## config.mk

```make
export PLATFORM = sky130hd
export DESIGN_NAME = mips32_prog_loader
export DESIGN_NICKNAME = d
export VERILOG_FILES = /design/src/rtl/mips32_prog_loader.sv
export SDC_FILE = /design/constraint.sdc
export NUM_CORES = 1
export LEC_CHECK = 0
export CAP_MARGIN = 20
export CORE_ASPECT_RATIO = 0.8
export CORE_MARGIN = 5
export CORE_UTILIZATION = 30
export CTS_CLUSTER_DIAMETER = 30
export DETAILED_ROUTE_END_ITERATION = 6
export GPL_ROUTABILITY_DRIVEN = 0
export SETUP_SLACK_MARGIN = 0.15
export SYNTH_ARGS = -nofsm -noshare
export SYNTH_HDL_FRONTEND = slang
export SYNTH_SLANG_ARGS = --single-unit
```

## constraint.sdc

```tcl
create_clock -name clk1_i -period 4.75 [get_ports clk1_i]
set_input_delay 1.425 -clock clk1_i [delete_from_list [all_inputs] [get_ports clk1_i]]
set_output_delay 1.425 -clock clk1_i [all_outputs]
set_load 0.005 [all_outputs]
```

## src/rtl/mips32_prog_loader.sv

```systemverilog
// mips32_prog_loader: boot-time byte-stream loader that fills the mips32 core memory and holds the core until a valid image is in.
//   Optional feature: define LOADER_CSUM_EN to append and verify a 32-bit checksum word after the data words.
//   Ports:
//     clk1_i          clock, rising edge
//     rst_i           asynchronous reset, active-high
//     start_i         one-cycle pulse, begins a load from IDLE/DONE/ERR
//     in_data_i       stream byte
//     in_valid_i      stream byte valid
//     in_ready_o      loader accepts a byte this cycle
//     mem_we_o        memory write strobe, one cycle per word
//     mem_addr_o      memory word address
//     mem_wdata_o     memory write data
//     busy_o          load in progress
//     done_o          image loaded OK (level)
//     error_o         load failed (level)
//     core_hold_o     1 = keep core halted
//     words_loaded_o  count of data words written
module mips32_prog_loader #(
    parameter int ADDR_W    = 10,
    parameter int BASE_ADDR = 0,
    parameter int MAX_WORDS = 1024
) (
    input  logic              clk1_i,
    input  logic              rst_i,
    input  logic              start_i,
    input  logic [7:0]        in_data_i,
    input  logic              in_valid_i,
    output logic              in_ready_o,
    output logic              mem_we_o,
    output logic [ADDR_W-1:0] mem_addr_o,
    output logic [31:0]       mem_wdata_o,
    output logic              busy_o,
    output logic              done_o,
    output logic              error_o,
    output logic              core_hold_o,
    output logic [ADDR_W:0]   words_loaded_o
);
`ifdef LOADER_CSUM_EN
    typedef enum logic [2:0] {IDLE, HDR, LOAD, CSUM, DONE, ERR} state_t;
`else
    typedef enum logic [2:0] {IDLE, HDR, LOAD, DONE, ERR} state_t;
`endif
    state_t            state_q, state_d;
    logic [1:0]        byte_cnt_q;
    logic [23:0]       part_q;
    logic [ADDR_W:0]   n_q;
    logic [ADDR_W:0]   words_loaded_q;
    logic              mem_we_q;
    logic [ADDR_W-1:0] mem_addr_q;
    logic [31:0]       mem_wdata_q;
    logic [31:0]       word;
    logic              acc, word_done, go, last_wr;
`ifdef LOADER_CSUM_EN
    logic [31:0]       sum_q;
`endif
    // The 4th byte completes the word combinationally so it can be acted on at its accepting edge.
    assign word      = {part_q, in_data_i};
    assign acc       = in_valid_i && in_ready_o;
    assign word_done = acc && byte_cnt_q == 2'd3;
    assign go        = start_i && (state_q == IDLE || state_q == DONE || state_q == ERR);
    // Leave LOAD only once the final write strobe is on the bus, so mem_we never appears outside LOAD.
    assign last_wr   = mem_we_q && words_loaded_q == n_q - 1'b1;
    assign mem_we_o       = mem_we_q;
    assign mem_addr_o     = mem_addr_q;
    assign mem_wdata_o    = mem_wdata_q;
    assign words_loaded_o = words_loaded_q;

    always_ff @(posedge clk1_i or posedge rst_i) begin
        if (rst_i) state_q <= IDLE;
        else       state_q <= state_d;
    end

    always_comb begin
        state_d = state_q;
        case (state_q)
            IDLE, DONE, ERR: if (start_i) state_d = HDR;
            HDR:  if (word_done) state_d = (word == 32'd0 || word > 32'(MAX_WORDS)) ? ERR : LOAD;
`ifdef LOADER_CSUM_EN
            LOAD: if (last_wr) state_d = CSUM;
            CSUM: if (word_done) state_d = (word == sum_q) ? DONE : ERR;
`else
            LOAD: if (last_wr) state_d = DONE;
`endif
            default: state_d = state_q;
        endcase
    end

    always_comb begin
`ifdef LOADER_CSUM_EN
        busy_o = state_q == HDR || state_q == LOAD || state_q == CSUM;
`else
        busy_o = state_q == HDR || state_q == LOAD;
`endif
        in_ready_o  = busy_o;
        done_o      = state_q == DONE;
        error_o     = state_q == ERR;
        core_hold_o = state_q != DONE;
    end

    always_ff @(posedge clk1_i or posedge rst_i) begin
        if (rst_i) begin
            byte_cnt_q     <= '0;
            part_q         <= '0;
            n_q            <= '0;
            words_loaded_q <= '0;
            mem_we_q       <= 1'b0;
            mem_addr_q     <= '0;
            mem_wdata_q    <= '0;
`ifdef LOADER_CSUM_EN
            sum_q          <= '0;
`endif
        end else begin
            mem_we_q <= state_q == LOAD && word_done;
            if (go) begin
                byte_cnt_q     <= '0;
                words_loaded_q <= '0;
`ifdef LOADER_CSUM_EN
                sum_q          <= '0;
`endif
            end else begin
                if (acc) begin
                    byte_cnt_q <= byte_cnt_q + 2'd1;
                    part_q     <= {part_q[15:0], in_data_i};
                end
                if (mem_we_q) words_loaded_q <= words_loaded_q + 1'b1;
            end
            if (state_q == HDR && word_done) n_q <= word[ADDR_W:0];
            if (state_q == LOAD && word_done) begin
                mem_addr_q  <= ADDR_W'(BASE_ADDR) + words_loaded_q[ADDR_W-1:0];
                mem_wdata_q <= word;
`ifdef LOADER_CSUM_EN
                sum_q       <= sum_q + word;
`endif
            end
        end
    end
endmodule
```

==> results of run 1 <==
routing by layer:
metal  vias to the layer above  GRT usage, %
li1                       1254             -
met1                      1349          17.8
met2                        63          16.8
met3                        11          3.88
met4                         0          4.26
met5                         -             0
worst max-delay path, delay by kind of cell (launching register included):
kind / cells / cell delay, ns
buf+inv: 2 / 0.64
flops: 1 / 0.47
simple gates: 2 / 0.31
state kept, by name (all words and copies together) (netlist names):
register        count
mem_wdata_o        32
part_q             24
n_q                11
words_loaded_o     11
mem_addr_o         10
state_q             3
byte_cnt_q          2
mem_we_o            1
report_power, final:
group	switching, mW	leakage [nW]	internal, mW
Clock	0.293	0.183	0.621
Sequential	0.286	1.22	1.01
Combinational	0.283	0.924	0.434
Total	0.863	2.33	2.06
layout make-up:
cell class / instances / area, sq um
Inverter: 8 / 31.3
Tap cell: 180 / 225
Multi-Input combinational cell: 197 / 1640
Fill cell: 1283 / 8000
Clock inverter: 6 / 158
Clock buffer: 10 / 229
Sequential cell: 94 / 2350
Timing Repair Buffer: 74 / 776
synthesized netlist by cell type:
library cell,count,area share (%)
a21oi_1,3,0.37
a31oi_1,2,0.31
a41oi_1,1,0.22
and2_1,1,0.15
and3_1,1,0.15
buf_2,1,0.12
buf_4,1,0.18
clkbuf_1,12,1.1
dfrtp_1,94,58
ha_1,3,0.92
inv_1,8,0.74
mux2_2,76,21
mux2i_1,1,0.25
nand2_1,12,1.1
nand3_1,4,0.49
nand3b_1,5,0.92
nand4_1,7,1.1
nor2_1,24,2.2
nor3_1,5,0.61
nor3_2,1,0.25
nor3b_1,2,0.37
nor4_1,8,1.2
nor4b_1,2,0.43
nor4b_2,1,0.37
o21a_1,2,0.37
o21ai_0,5,0.61
o221ai_1,1,0.22
o31ai_1,1,0.18
or2_2,1,0.15
or3_1,1,0.15
or4_4,1,0.28
xnor2_1,16,3.4
xor2_1,10,2.2
cell families (layout without fill, tap and decap cells):
kind of cell / count (synthesis) / count (layout)
AOI/OAI and AO/OA: 15 / 15
and+or+nand+nor: 76 / 76
DFF: 94 / 94
adders and majority gates: 3 / 3
buffers and inverters: 22 / 98
xor gates and xnor gates: 26 / 26
muxes: 77 / 77
per-stage QoR:
| stage | utilization, % | cell area [sq um] | power, mW | hold slack, ns | setup slack (ns) |
|---|---|---|---|---|---|
| global placement | 37.1 | 4970 | 1.99 | 0.486 | 1.35 |
| CTS | 40.0 | 5360 | 2.95 | 0.510 | 1.55 |
| floorplan | - | 4070 | 1.73 | 0.468 | 0.876 |
| detailed placement | 37.1 | 4970 | 2.02 | 0.496 | 1.29 |
| global route | 40.3 | 5410 | 3.11 | 0.521 | 1.41 |
| finish | 40.3 | 5410 | 2.93 | 0.506 | 1.57 |
final timing paths:
path | start | end | slack, ns | cells after the start
worst max-delay path | state_q[2] | done_o | 1.57 | 4
worst min-delay path | mem_wdata_o[18] | mem_wdata_o[18] | 0.51 | 1
worst max register to register | n_q[0] | state_q[0] | 2.50 | 8
worst min register to register | mem_wdata_o[18] | mem_wdata_o[18] | 0.51 | 1
max in group asynchronous | rst_i | part_q[19] | 2.57 | 4
min in group asynchronous | rst_i | state_q[1] | 1.38 | 2
==> results.txt, run 1 <==
* Via density: 4.70
* H-tree levels: 3
- Portion of the post-synthesis area used by sequential elements: 57.8%
- Initial cell density of the core: 30.3%
* Crit path kind: reg2out
* Setup violations, final: 0
* Root buffer selected by CTS: clkbuf_16
* Die H: 114 um
- Maximum ir drop on the vdd rail: 0.000253 V
* Cells after DPL: 551
* Critical Path AT: 1.75 ns
- Final net count: 399
* Global-route wire length before repair: 15.4 mm
- Headroom to the max-slew limit came out at 38.6%.
- Clock network latency to the later pin of the worst-skew pair: 0.34 ns
* GRT overflow: 0
- The area growth from synthesis to layout is 32.9%.
* Post-DRT Antenna Nets: 0
* Power density normalized to cell area: 541 nW/um^2
- After layout, the worst path uses 66.9% of the clock period.
* Half-perimeter wire length after detailed placement: 6.55 mm
* Number of buffers added for setup after CTS: 0
- Timing would allow up to 315 MHz.
- Multiplexer area fraction after synthesis: 21.3%
* Max capacitance violation total: 0
* CP max stage delay: 0.52 ns
* Worst path slowest cell: clkdlybuf4s50_1
* Clock sinks: 94
* Mean cell area of the mapped netlist: 13.0 sq um
* Static Leak: 2.33 nW
- Class of the tightest hold or removal check: reg2reg
- Counting along the longest clock path gives a buffer depth of 2.
- Area fraction in and, or, nand and nor cells after synthesis: 9.96%
- Total of cells resized after clock tree synthesis: 0
- The region available for standard cell placement spans 13400 sq um.
- Summing the areas of all fa, ha and maj instances in the mapped netlist gives 0.923% of the synthesized area.
* Number of hold buffers added after cts: 0
* Clock transition time at the flip-flop clock pins of the worst setup and hold paths: 0.06 ns
* TritonCTS clock tree: yes
* DIE AREA: 16000 sq um
* Count of yosys warnings during synthesis: 0
- Via count of the first global-routing pass: 2732
- Buffers placed on the I/O ports in this run total 70.
* Number of placement rows: 38
- First-pass iteration count of the detailed router: 4
* N_diodes: 0
- Most common cell after layout, fill and taps aside: dfrtp_1
* Met2 Routed Length: 3.80 mm
* Status: finished, final reports clean
- Area share of xor/xnor cells in the synthesized design: 5.60%
- Area fraction in compound gates after synthesis: 2.28%
* Detailed-route wire length on metal 1: 4.59 mm
- The signal on the critical path passes through nor2_1, nand2_1, inv_1, clkdlybuf4s50_1.
- Cell Count, Final, Fillers Out: 569
- Instance count of the mapped netlist: 313
- Mapped cell area: 4070 sq um
- Chip Width: 140 um
- Required time at the endpoint of the critical path: 3.32 ns
* DR WL/cell: 16.0 um
- CP endpoint kind: output pin
- Wire length after detailed routing: 9.09 mm
* Count of pins over their slew limit: 0
- For this design the top-level I/O count stands at 71.
- Number of antenna violations at the first check in global routing: 0
* Number of register bits inferred by synthesis: 94
- The final hold violation count was 0.
- In the global route stage, overall resource usage came out at 12.1%.
* Crit-path max FO: 6
- Unrepaired setup endpoints after global routing: no
- DRC violation count after routing: 0
* Post-synthesis net count: 328
* Commonest cells after routing, fill and taps aside: 94 x dfrtp_1, 76 x mux2_2, 70 x clkdlybuf4s50_1
- Between clock sinks in the finished design, the worst skew comes to 0.00562 ns.
* Metal3 WL: 542 um
- Fraction of layout instances using a drive strength above 1: 26.0%
* Vias after detailed routing: 2677
- By area, the combinational part of the netlist is dominated by multiplexers.
- The detailed router used layers up to and including met4.
- For the final routed database, the setup TNS stands at 0 ns.
* Violation count after the first detailed-routing iteration: 126
- Counting the buffers created by CTS gives 9.
- Transition at the pin with the smallest max-transition slack: 0.918 ns
- Synthesis instantiated 33 different standard cells from the library.
- After layout, the minimum clock period comes to 3.18 ns.
- The worst setup path is launched from a register.
- Entering global routing, the biggest net connects 55 pins.
Note: power is estimated with default switching activity, not from simulation.
==> inputs of run 2 (changes only) <==
==> constraint.sdc (replaced) <==
create_clock -name clk1_i -period 2.65 [get_ports clk1_i]
set_input_delay 0.795 -clock clk1_i [delete_from_list [all_inputs] [get_ports clk1_i]]
set_output_delay 0.795 -clock clk1_i [all_outputs]
set_load 0.005 [all_outputs]
==> run 2 against run 1 <==
Effect of this change:
- utilization grew 0.35 points
- clock power up 42%
- die area stayed put
- critical path type unchanged
- count of clock-buffer cells in the layout is the same
- combinational power is 84% higher
- highest routed layer unchanged
==> results.txt, run 2 (synthesis gave the netlist of run 1 again) <==
- The worst setup path is launched from a register.
- Clock network latency to the later pin of the worst-skew pair: 0.34 ns (about the same)
* Vias after detailed routing: 2726 (+1.8%)
- The final cell count without fillers came to 581 (+2.1%).
* Critical path, cell by cell: nor2_1, and2_1, clkdlybuf4s50_1
* GRT overflow: 0 (unchanged)
* Termination of the worst setup path: error_o
- Clock sinks: 94 (unchanged)
- Of the available clock period, the critical path in the final layout requires 92.2%.
- I/O Pins: 71 (unchanged)
- Worst path slowest cell: clkdlybuf4s50_1
- The number of cell instances on the worst register-to-register path is 6 (-2).
- Wire length after detailed routing: 9.31 mm (+2.4%)
- The power density relative to cell area was 912 nW/um^2 (+69%).
- Highest attainable clock frequency: 409 MHz
* N_diodes: 0 (unchanged)
- All-layer global routing usage: 12.6% (+0.43 points)
* Crit-path max FO: 4 (-2)
* Worst hold margin: 0.506 ns (-0.000298 ns)
- Worst setup path start: state_q[0]
- The final layout net count came to 411 (+3.0%).
* Violation count after the first detailed-routing iteration: 106 (-16%)
- The area growth from synthesis to layout is 34.0%.
- Required time at the endpoint of the critical path: 1.86 ns (-1.46 ns)
- Setup violations, final: 0 (unchanged)
- Number of hold buffers added after cts: 0 (unchanged)
- Total Negative Setup Slacks: 0 ns (unchanged)
- The internal power summed over all cells was 3.35 mW (+62%).
- Non-Filler Cell Area, Final: 5450 sq um (+0.86%)
- CP max stage delay: 0.51 ns (about the same)
- The chip height is 114 um (unchanged).
* Pin count of the biggest net entering global routing: 40 (-27%)
- The worst-case vdd ir drop came to 0.000412 V (+63%).
- Number of antenna violations at the first check in global routing: 0 (unchanged)
- Cells after DPL: 563 (+2.2%)
* Unrepaired setup endpoints after global routing: no
- The ratio of cells with drive above 1 in the final layout came to 30.2% (+4.2 points).
- The post-detailed-route count of antenna-violating nets was 0 (unchanged).
* Sequential power share: 47.4% (+3.1 points)
* DR WL/cell: 16.0 um (+0.28%)
- Count of input and output buffers: 70 (unchanged)
- CTS placed an instance of clkbuf_16 at the clock tree root.
- Total cell area at the placement stage: 5120 sq um (+2.9%)
* Static Leak: 2.38 nW (+1.9%)
- The worst reg-to-reg setup slack was 0.51 ns (-1.99 ns).
* Commonest cells after routing, fill and taps aside: 92 x dfrtp_1, 76 x mux2_2, 68 x clkdlybuf4s50_1
* Filler instances: 1254 (-2.3%)
- Critical Path AT: 1.65 ns (-0.10 ns)
* Final number of hold-violating endpoints: 0 (unchanged)
- The number of buffers inserted during clock tree synthesis was 9 (unchanged).
- Initial cell density of the core: 30.3% (unchanged)
- TritonCTS clock tree: yes
- First-pass iteration count of the detailed router: 4 (unchanged)
- Crit path kind: reg2out
* Clock network fraction of design power: 26.1% (-5.1 points)
- For the finished layout, the period the worst path requires is 2.44 ns.
- Worst Setup Slack post-DPL: 0.0558 ns (-1.24 ns)
* Reg2reg start: n_q[2]
* H-tree levels: 3 (unchanged)
- The core outline area is 13400 sq um (unchanged).
* Final worst setup slack: 0.206 ns (-1.37 ns)
* Class of the tightest hold or removal check: reg2reg
* Maximum clock path buffer count: 2 (unchanged)
* Count of pins over their slew limit: 0 (unchanged)
- Switching share of power: 32.7% (+3.2 points)
- The die width came to 140 um (unchanged).
- Clock tree skew after final layout: 0.00735 ns (+0.00174 ns)
- The per-cell via count in the routed design was 4.69 (-0.27%).
- Via count of the first global-routing pass: 2863 (+4.8%)
* Max capacitance violation total: 0 (unchanged)
* Total power: 4.97 mW (+70%)
- The detailed placer's ending HPWL is 6.81 mm (+4.0%).
* Max reg flops: 32 (unchanged)
* Worst slew margin: 63.2% (+25 points)
- The run finished with clean final reports.
* Number of placement rows: 38 (unchanged)
- Switching power total: 1.63 mW (+89%)
* Transition at the pin with the smallest max-transition slack: 0.551 ns (-0.367 ns)
- DIE AREA: 16000 sq um (unchanged)
- Leaving out fill and tap cells, the most frequent cell in the layout is dfrtp_1.
- CP endpoint kind: output pin
- Global-route wire length before repair: 15.9 mm (+3.6%)
* DRC violation count after routing: 0 (unchanged)
- The worst register-to-register path ends at state_q[0].
- Layout Utilization: 40.7% (+0.35 points)
* Clock transition time at the flip-flop clock pins of the worst setup and hold paths: 0.07 ns (about the same)
- The logic gate share of total power came to 26.5% (+2.0 points).
-- run 2: changes by cell type in the layout (fill, tap and decap cells not counted), sizes merged --
cell,delta
clkinvlp,+1
inv,+2
bufinv,-4
dlymetal6s2s,+2
clkinv,+1
clkdlybuf4s50,-2
buf,+12
-- run 2: worst min-delay path by stage --
stage                     slack [ns]  cells after the start       startpoint         endpoint
after detailed placement        0.50                      1   mem_wdata_o[7]   mem_wdata_o[7]
final                           0.51                      1    mem_addr_o[5]    mem_addr_o[5]
after global routing            0.53                      1    mem_addr_o[2]    mem_addr_o[2]
after floorplan                 0.47                      1    byte_cnt_q[0]    byte_cnt_q[0]
after global placement          0.49                      1    byte_cnt_q[0]    byte_cnt_q[0]
after CTS                       0.51                      1  mem_wdata_o[11]  mem_wdata_o[11]
-- run 2: cell type report --
cell class              count  area, sq um  share of cell area [%]
multi-input cells         197         1650                    30.3
inverters                   8         33.8                   0.619
repair buffers             86          888                    16.3
clock inverters             6         68.8                    1.26
clock buffers              10          229                    4.20
well taps                 180          225                    4.13
flip-flops and latches     94         2350                    43.2
-- run 2: worst max-delay path, delay by kind of cell (launching register included) --
kind / cells / cell delay, ns
buffers and inverters: 1 / 0.51
DFF: 1 / 0.42
and+or+nand+nor: 2 / 0.38
-- run 2: per-layer routing --
layer / global-route usage (%) / share of wire, % / wire length [um] / vias up
li1: - / - / - / 1279
met1: 18.8 / 52 / 4800 / 1367
met2: 17.2 / 41 / 3810 / 71
met3: 3.84 / 6.0 / 558 / 9
met4: 4.07 / 1.5 / 142 / 0
met5: 0 / 0 / 0 / -
-- run 2: timing repair --
item	4_1_cts	5_1_grt
resized for setup	4	7
setup endpoints to repair	4	5
pin swaps	0	1
setup buffers	0	2
cloned	0	0
-- run 2: power by group through the flow --
stage / Combinational [mW] / Clock (mW) / Sequential (mW)
floorplan: 0.980 / 0 / 2.12
global placement: 1.27 / 0 / 2.36
detailed placement: 1.30 / 0 / 2.38
CTS: 1.32 / 1.34 / 2.35
global route: 1.47 / 1.39 / 2.44
finish: 1.32 / 1.30 / 2.36
